==> src/rtl/clint_timer.sv <==
// clint_timer: memory-mapped machine timer (mtime / mtimecmp) with prescaler.
//   clk, rst_n          : clock, asynchronous active-low reset
//   bus_en_n, bus_we_n  : active-low access strobe and write select
//   bus_addr[4:2]       : register select (0 MTIME_LO, 1 MTIME_HI, 2 MTIMECMP_LO,
//                         3 MTIMECMP_HI, 4 CTRL, 5..7 unmapped)
//   bus_wdata           : write data
//   bus_rdata/rvalid    : registered read data, valid one cycle after the strobe
//   ti                  : active-low timer interrupt, registered
module clint_timer #(
  parameter int unsigned PRESC_W      = 8,
  parameter logic [63:0] MTIMECMP_RST = 64'hFFFF_FFFF_FFFF_FFFF
) (
  input  logic        clk,
  input  logic        rst_n,
  input  logic        bus_en_n,
  input  logic        bus_we_n,
  input  logic [4:0]  bus_addr,
  input  logic [31:0] bus_wdata,
  output logic [31:0] bus_rdata,
  output logic        bus_rvalid,
  output logic        ti
);

  localparam int unsigned DATA_W = 32;
  localparam int unsigned DIV_LSB = 8;

  localparam logic [2:0] REG_MTIME_LO = 3'd0;
  localparam logic [2:0] REG_MTIME_HI = 3'd1;
  localparam logic [2:0] REG_CMP_LO   = 3'd2;
  localparam logic [2:0] REG_CMP_HI   = 3'd3;
  localparam logic [2:0] REG_CTRL     = 3'd4;

  logic [63:0]        mtime_q, mtime_d;
  logic [63:0]        mtimecmp_q, mtimecmp_d;
  logic [DATA_W-1:0]  shadow_q, shadow_d;
  logic               en_q, en_d;
  logic [PRESC_W-1:0] div_q, div_d;
  logic [PRESC_W-1:0] cnt_q, cnt_d;
  logic [DATA_W-1:0]  rdata_q, rdata_d;
  logic               rvalid_q, rvalid_d;
  logic               ti_q, ti_d;

  logic       rd_c, wr_c, tick_c;
  logic [2:0] sel_c;
  logic       addr_unused;

  // Byte-lane bits of the address carry no meaning for word registers.
  assign addr_unused = ^bus_addr[1:0];

  // Access decode.
  always_comb begin
    sel_c = bus_addr[4:2];
    rd_c  = !bus_en_n && bus_we_n;
    wr_c  = !bus_en_n && !bus_we_n;
  end

  // Prescaler: tick when the count reaches DIV, so one tick every DIV+1 cycles.
  always_comb begin
    tick_c = 1'b0;
    cnt_d  = '0;
    if (en_q) begin
      if (cnt_q == div_q) begin
        tick_c = 1'b1;
      end else begin
        cnt_d = cnt_q + PRESC_W'(1);
      end
    end
    if (wr_c && (sel_c == REG_CTRL)) begin
      cnt_d = '0;
    end
  end

  // Register updates; an mtime write of either half drops that cycle's tick.
  always_comb begin
    mtime_d    = mtime_q;
    mtimecmp_d = mtimecmp_q;
    shadow_d   = shadow_q;
    en_d       = en_q;
    div_d      = div_q;

    if (wr_c && (sel_c == REG_MTIME_LO)) begin
      mtime_d[31:0] = bus_wdata;
    end else if (wr_c && (sel_c == REG_MTIME_HI)) begin
      mtime_d[63:32] = bus_wdata;
    end else if (tick_c) begin
      mtime_d = mtime_q + 64'd1;
    end

    // Shadow snapshots the high half on a low read so the pair reads atomically.
    if (rd_c && (sel_c == REG_MTIME_LO)) begin
      shadow_d = mtime_q[63:32];
    end else if (wr_c && (sel_c == REG_MTIME_HI)) begin
      shadow_d = bus_wdata;
    end

    if (wr_c && (sel_c == REG_CMP_LO)) begin
      mtimecmp_d[31:0] = bus_wdata;
    end
    if (wr_c && (sel_c == REG_CMP_HI)) begin
      mtimecmp_d[63:32] = bus_wdata;
    end
    if (wr_c && (sel_c == REG_CTRL)) begin
      en_d  = bus_wdata[0];
      div_d = bus_wdata[DIV_LSB +: PRESC_W];
    end
  end

  // Read path and interrupt; reads use pre-edge register values.
  always_comb begin
    rdata_d  = rdata_q;
    rvalid_d = rd_c;
    if (rd_c) begin
      case (sel_c)
        REG_MTIME_LO: rdata_d = mtime_q[31:0];
        REG_MTIME_HI: rdata_d = shadow_q;
        REG_CMP_LO:   rdata_d = mtimecmp_q[31:0];
        REG_CMP_HI:   rdata_d = mtimecmp_q[63:32];
        REG_CTRL:     rdata_d = DATA_W'(en_q) | (DATA_W'(div_q) << DIV_LSB);
        default:      rdata_d = '0;
      endcase
    end
    ti_d = !(mtime_q >= mtimecmp_q);
  end

  // State registers.
  always_ff @(posedge clk or negedge rst_n) begin
    if (!rst_n) begin
      mtime_q    <= '0;
      mtimecmp_q <= MTIMECMP_RST;
      shadow_q   <= '0;
      en_q       <= 1'b0;
      div_q      <= '0;
      cnt_q      <= '0;
      rdata_q    <= '0;
      rvalid_q   <= 1'b0;
      ti_q       <= 1'b1;
    end else begin
      mtime_q    <= mtime_d;
      mtimecmp_q <= mtimecmp_d;
      shadow_q   <= shadow_d;
      en_q       <= en_d;
      div_q      <= div_d;
      cnt_q      <= cnt_d;
      rdata_q    <= rdata_d;
      rvalid_q   <= rvalid_d;
      ti_q       <= ti_d;
    end
  end

  assign bus_rdata  = rdata_q;
  assign bus_rvalid = rvalid_q;
  assign ti         = ti_q;

endmodule
==> config.mk <==
export PLATFORM = sky130hd
export DESIGN_NAME = clint_timer
export DESIGN_NICKNAME = d
export VERILOG_FILES = /design/src/rtl/clint_timer.sv
export SDC_FILE = /design/constraint.sdc
export NUM_CORES = 1
export LEC_CHECK = 0
export ABC_AREA = 1
export ABC_CLOCK_PERIOD_IN_PS = 1700
export CAP_MARGIN = 20
export CORE_MARGIN = 2
export CORE_UTILIZATION = 57
export CTS_BUF_LIST = sky130_fd_sc_hd__clkbuf_4 sky130_fd_sc_hd__clkbuf_8
export DETAILED_ROUTE_END_ITERATION = 6
export PLACE_DENSITY = 0.86
export SLEW_MARGIN = 5
export SYNTH_ARGS = -nofsm -noshare
export SYNTH_HDL_FRONTEND = slang
export SYNTH_SLANG_ARGS = --single-unit
==> constraint.sdc <==
create_clock -name clk -period 1.7 [get_ports clk]
set_input_delay 0.34 -clock clk [delete_from_list [all_inputs] [get_ports clk]]
set_output_delay 0.34 -clock clk [all_outputs]
set_load 0.02 [all_outputs]
Word-level counts from Yosys, hierarchy flattened

Cells that the tools add are included.

Register bits: 211
Input port bits: 41
Word-level logic and storage cells: 51

$add $sub $neg: 2
Magnitude comparators: 1
Equal/unequal tests: 6
Multiplexer cells: 12
Bitwise operators: 2
Reduce and logical (&&, ||, !) cells: 17

Operator list:

| operator              | count |
|---|---|
| $mux 32               | 5 |
| $pmux 32 s5           | 1 |
| $add 64x1->64 const B | 1 |
| $ge 64x64->1          | 1 |
| $mux 64               | 1 |
| $mux 8                | 3 |
| $or 1x16->16          | 1 |
| $add 8x1->8 const B   | 1 |
| $eq 8x8->1            | 1 |
| $logic_and 1x1->1     | 8 |
| $eq 3x2->1 const B    | 2 |
| $reduce_bool 2->1     | 3 |
| $reduce_and 2->1      | 2 |
| $eq 3x1->1 const B    | 1 |
| $eq 3x3->1 const B    | 1 |
| $logic_not 1->1       | 3 |
| $logic_not 3->1       | 1 |
| $mux 1                | 2 |
| $ne 2x2->1 const B    | 1 |
| $not 1->1             | 1 |

Depth between registers and ports, before layout

Gate-level depths: netlist of run 1.

Depth after elaboration: 6
Depth in mapped cells: 13
Gate-level depth less buffers: 13

Worst setup path after synthesis of run 1

No wires, ideal clock.

Path type: register to register
Start: register mtime_q[1]
End: register mtime_q[36]
Data arrival time: 1.591 ns
Data required time: 1.580 ns
Setup slack: -0.010 ns
Cell stages (with the launch flop): 11
Clock period less this slack: 1.710 ns
Cell sequence: dfrtp_1 > ha_1 > nand3_1 > inv_1 > nand2_1 > nor2_2 > nand3_1 > nand2_1 > nand3_1 > o21ai_0 > inv_1

Word-level cells in the longest chain between the ends: 3

RTL lines:

| what                   | line | RTL |
|---|---|---|
| start, declared        | 33   | `logic [63:0] mtime_q, mtime_d;` |
| start signal, assigned | 138  | `mtime_q <= mtime_d;` |
| $add 64x1->64          | 86   | `mtime_d = mtime_q + 64'd1;` |
| $mux 64                | 85   | `end else if (tick_c) begin` |
| $mux 32                | 83   | `end else if (wr_c && (sel_c == REG_MTIME_HI)) begin` |

No other way between the ends. The select of a mux whose other input is x is not followed.
A chain may end at the register's enable or synchronous reset.

Final worst setup path of run 1

Start: input bus_addr[4]
End: register rdata_q[5] (netlist: bus_rdata[5])

Word-level cells in the longest chain between the ends: 2

RTL lines:

| what                                     | line | RTL |
|---|---|---|
| start, declared                          | 17   | `input logic [4:0] bus_addr,` |
| $eq 3x3->1, or another cell as far along | 113  | `case (sel_c)` |
| $pmux 32 s5 *                            | 113  |  |
| end signal, assigned                     | 144  | `rdata_q <= rdata_d;` |
| end, declared                            | 39   | `logic [DATA_W-1:0] rdata_q, rdata_d;` |

Mark *: on every way between the ends. The rest lies on a longest branch, timed or not.

==> out/summary.txt, run 1 <==
VDD IR max -> 0.000925 V
HPWL Detailed -> 40900 um
ratio of cells with drive above 1 in the final layout -> 0.352
Root Driver -> clkbuf_8
first-pass GRT wire length -> 84400 um
CTS buffer count -> 40
I/O Pins -> 75
CP Cell Sequence -> clkdlybuf4s50_1 > buf_4 > nor2_1 > nand2_2 > clkbuf_16 > o22ai_1 > o21ai_0 > nand2_1
Mapped Cells -> 1881
# rows -> 56
GR Overflow Total -> 0
routed wire length -> 59500 um
reg2reg setup slack -> -230 ps
Final Skew -> 26.2 ps
post-synth net total -> 1988
die height -> 158 um
Tot Pwr -> 25.2 mW
routed len/inst -> 22.9 um
Max FO, Critical Path -> 11
WP data required -> 2200 ps
largest net degree at the start of global routing -> 53
sequential area share after synthesis -> 0.399
Final Setup Violations -> 84
H-tree Lvls -> 2
Routed Antenna Nets -> 0
worst skew pair latency -> 580 ps
initial core utilization -> 0.576
failing checks -> design-rule violations, negative setup slack
final critical-path required period -> 1960 ps
status -> finished with violations
setup ws final -> -265 ps
antenna violations before repair -> 2
PortBufs -> 72
top cells by area, synth -> dfrtp_1 27%, nand2_1 16%, dfstp_2 13%, o21ai_0 6.9%, inv_1 6.4%
Worst path max stage delay -> 570 ps
DP Area -> 0.0166 mm2
nets -> 2355
Chip Width -> 158 um
Clock transition at path regs -> 60 ps
TNS Setup -> -9390 ps
Yosys cell types -> 41
DRC viols -> 1
First DRT Iteration DRCs -> 2402
Worst Tran Pin Value -> 725 ps
Max Buffers Root-to-Sink -> 3
CTS tree -> yes
Final GP Congestion -> 1.06
RSZ-0062 raised after global routing -> true
slew margin rel. -> 0.516
WS Path Type -> input pin to flop
Yosys top cell area share -> 0.272
Worst setup EP type -> flop
synthesized area -> 0.0135 mm2
Avg Inst Size Synth -> 7.15 um2
P_leak -> 9.09 nW
Slew Viols, Final -> 0
CTS sink cnt -> 211
vias -> 16100
fin area -> 0.0194 mm2
final hold violations -> 0
drt pass-1 iters -> 7
startpoint types -> input pin
Synth area leader -> dfrtp_1
slowest stage cell, crit path -> o22ai_1
Max-Cap Viols -> 0
vias in the first global route -> 14900
power per cell area -> 1290 mW/mm2
die area -> 0.0248 mm2
Hold Path Class -> input pin to async pin
pre-CTS setup slack -> -696 ps
gr usage total -> 0.453
Max Freq -> 509 MHz
period utilization -> 1.16
flip-flop and latch count after synthesis -> 211
Syn. warnings -> 0
post-synthesis to final-layout area growth -> 44.6%
core area -> 0.0233 mm2
vias per std cell -> 6.19
Worst Path Arrival -> 2470 ps
per-stage QoR:
| step | hold slack [ps] | std cells | util |
|---|---|---|---|
| after floorplan | 44.4 | 1881 | - |
| after global placement | 314 | 2484 | 0.712 |
| after detailed placement | 315 | 2484 | 0.712 |
| after CTS | 299 | 2586 | 0.794 |
| after global routing | 334 | 2599 | 0.833 |
| final | 296 | 2600 | 0.834 |
logic make-up (layout without fill, tap and decap cells):
| group | Yosys count | count (layout) | share of synthesized area |
|---|---|---|---|
| DFF | 211 | 211 | 0.399 |
| adders and majority gates | 66 | 66 | 0.0614 |
| muxes | 10 | 10 | 0.00837 |
| buffers and inverters | 302 | 701 | 0.0890 |
| xor gates and xnor gates | 23 | 23 | 0.0150 |
| and+or+nand+nor | 909 | 909 | 0.272 |
| other | 0 | 1 | 0 |
| AOI/OAI and AO/OA | 360 | 360 | 0.156 |
where the power goes:
group | switching (mW) | leakage, nW | internal, mW | total [mW]
clock | 2.40 | 0.478 | 3.34 | 5.74
combinational | 6.36 | 6.14 | 4.79 | 11.1
sequential | 1.62 | 2.47 | 6.67 | 8.29
path summary, 6_finish.rpt:
| kind | start | end | depth (start not counted) |
|---|---|---|---|
| max | bus_addr[4] | bus_rdata[5] | 8 |
| min | rst_n | shadow_q[13] | 2 |
| max reg2reg | div_q[4] | mtime_q[35] | 11 |
| min reg2reg | mtimecmp_q[34] | mtimecmp_q[34] | 2 |
| max in group asynchronous | rst_n | mtimecmp_q[22] | 3 |
| min in group clk | bus_wdata[27] | mtime_q[27] | 3 |
critical path, delay by kind of cell:
family,cells,cell delay (ps)
buffers and inverters,3,900
AOI/OAI and AO/OA,2,840
and+or+nand+nor,3,390
layout by cell type, fill, tap and decap left out, drive strengths merged:
| cell type | synthesis | routed |
|---|---|---|
| nor4 | 1 | 1 |
| o21ai | 211 | 211 |
| clkinv | 1 | 5 |
| diode | 0 | 1 |
| bufinv | 0 | 2 |
| o21a | 4 | 4 |
| dlygate4sd2 | 0 | 34 |
| buf | 30 | 314 |
| nor3 | 3 | 3 |
| mux2 | 10 | 10 |
| nand3 | 91 | 91 |
| nor2 | 235 | 235 |
| nand2 | 560 | 560 |
| dfrtp | 146 | 146 |
| clkdlybuf4s50 | 0 | 35 |
| clkinvlp | 0 | 4 |
| or2 | 2 | 2 |
| xor2 | 15 | 15 |
| inv | 236 | 236 |
| o221ai | 27 | 27 |
| nor3b | 2 | 2 |
| dlymetal6s2s | 0 | 1 |
| xnor2 | 8 | 8 |
| clkdlybuf4s15 | 0 | 1 |
| ha | 66 | 66 |
| o22ai | 25 | 25 |
| a21oi | 57 | 57 |
| nand4 | 15 | 15 |
| clkbuf | 35 | 68 |
| dlygate4sd3 | 0 | 1 |
| o2111ai | 10 | 10 |
| dfstp | 65 | 65 |
| o211ai | 26 | 26 |
metal layers:
layer | wire length (um) | GRT usage | vias to the layer above | part of all wire
met1 | 21600 | 0.610 | 7544 | 0.36
met4 | 3840 | 0.199 | 0 | 0.065
li1 | - | - | 6879 | -
met2 | 25200 | 0.680 | 1338 | 0.42
met3 | 8880 | 0.131 | 341 | 0.15
met5 | 0 | 0 | - | 0
synthesized netlist by cell type:
master / n
a21oi_1: 56
a21oi_4: 1
buf_1: 3
buf_2: 18
buf_4: 7
buf_6: 2
clkbuf_1: 35
clkinv_1: 1
dfrtp_1: 146
dfstp_2: 65
ha_1: 66
inv_1: 230
inv_2: 6
mux2_2: 10
nand2_1: 557
nand2_2: 2
nand2_4: 1
nand3_1: 89
nand3_2: 1
nand3_4: 1
nand4_1: 15
nor2_1: 229
nor2_2: 4
nor2_4: 1
nor2_8: 1
nor3_1: 2
nor3_2: 1
nor3b_1: 2
nor4_1: 1
o2111ai_1: 10
o211ai_1: 18
o211ai_2: 8
o21a_1: 4
o21ai_0: 185
o21ai_1: 26
o221ai_1: 27
o22ai_1: 25
or2_2: 1
or2_4: 1
xnor2_1: 8
xor2_1: 15
registers in the layout, indices dropped and copies added (netlist names):
name	flops
mtimecmp_q	64
cnt_q	8
bus_rvalid	1
div_q	8
bus_rdata	32
mtime_q	64
ti	1
shadow_q	32
en_q	1
final cells by class:
type / instances / area, um2
Clock inverter: 9 / 103
Inverter: 237 / 903
Fill cell: 1404 / 3880
Multi-Input combinational cell: 1368 / 8260
Sequential cell: 211 / 5400
Tap cell: 319 / 399
Timing Repair inverter: 1 / 11.3
Timing Repair Buffer: 389 / 3560
Antenna cell: 1 / 2.50
Clock buffer: 65 / 813
repair_timing:
item	in CTS	in global routing
setup endpoints to repair	104	134
hold buffers	1	0
endpoints found under the hold margin	20	0
cloned	8	1
pin swaps	37	62
buffers inserted	22	15
resized for setup	264	218
(Power assumes the default switching activity.)
==> run 2, diff against run 1 <==
- SLEW_MARGIN: 5 -> not set
==> results of run 2 <==
The final DEF is identical to that of run 1; final timing and power are the same.
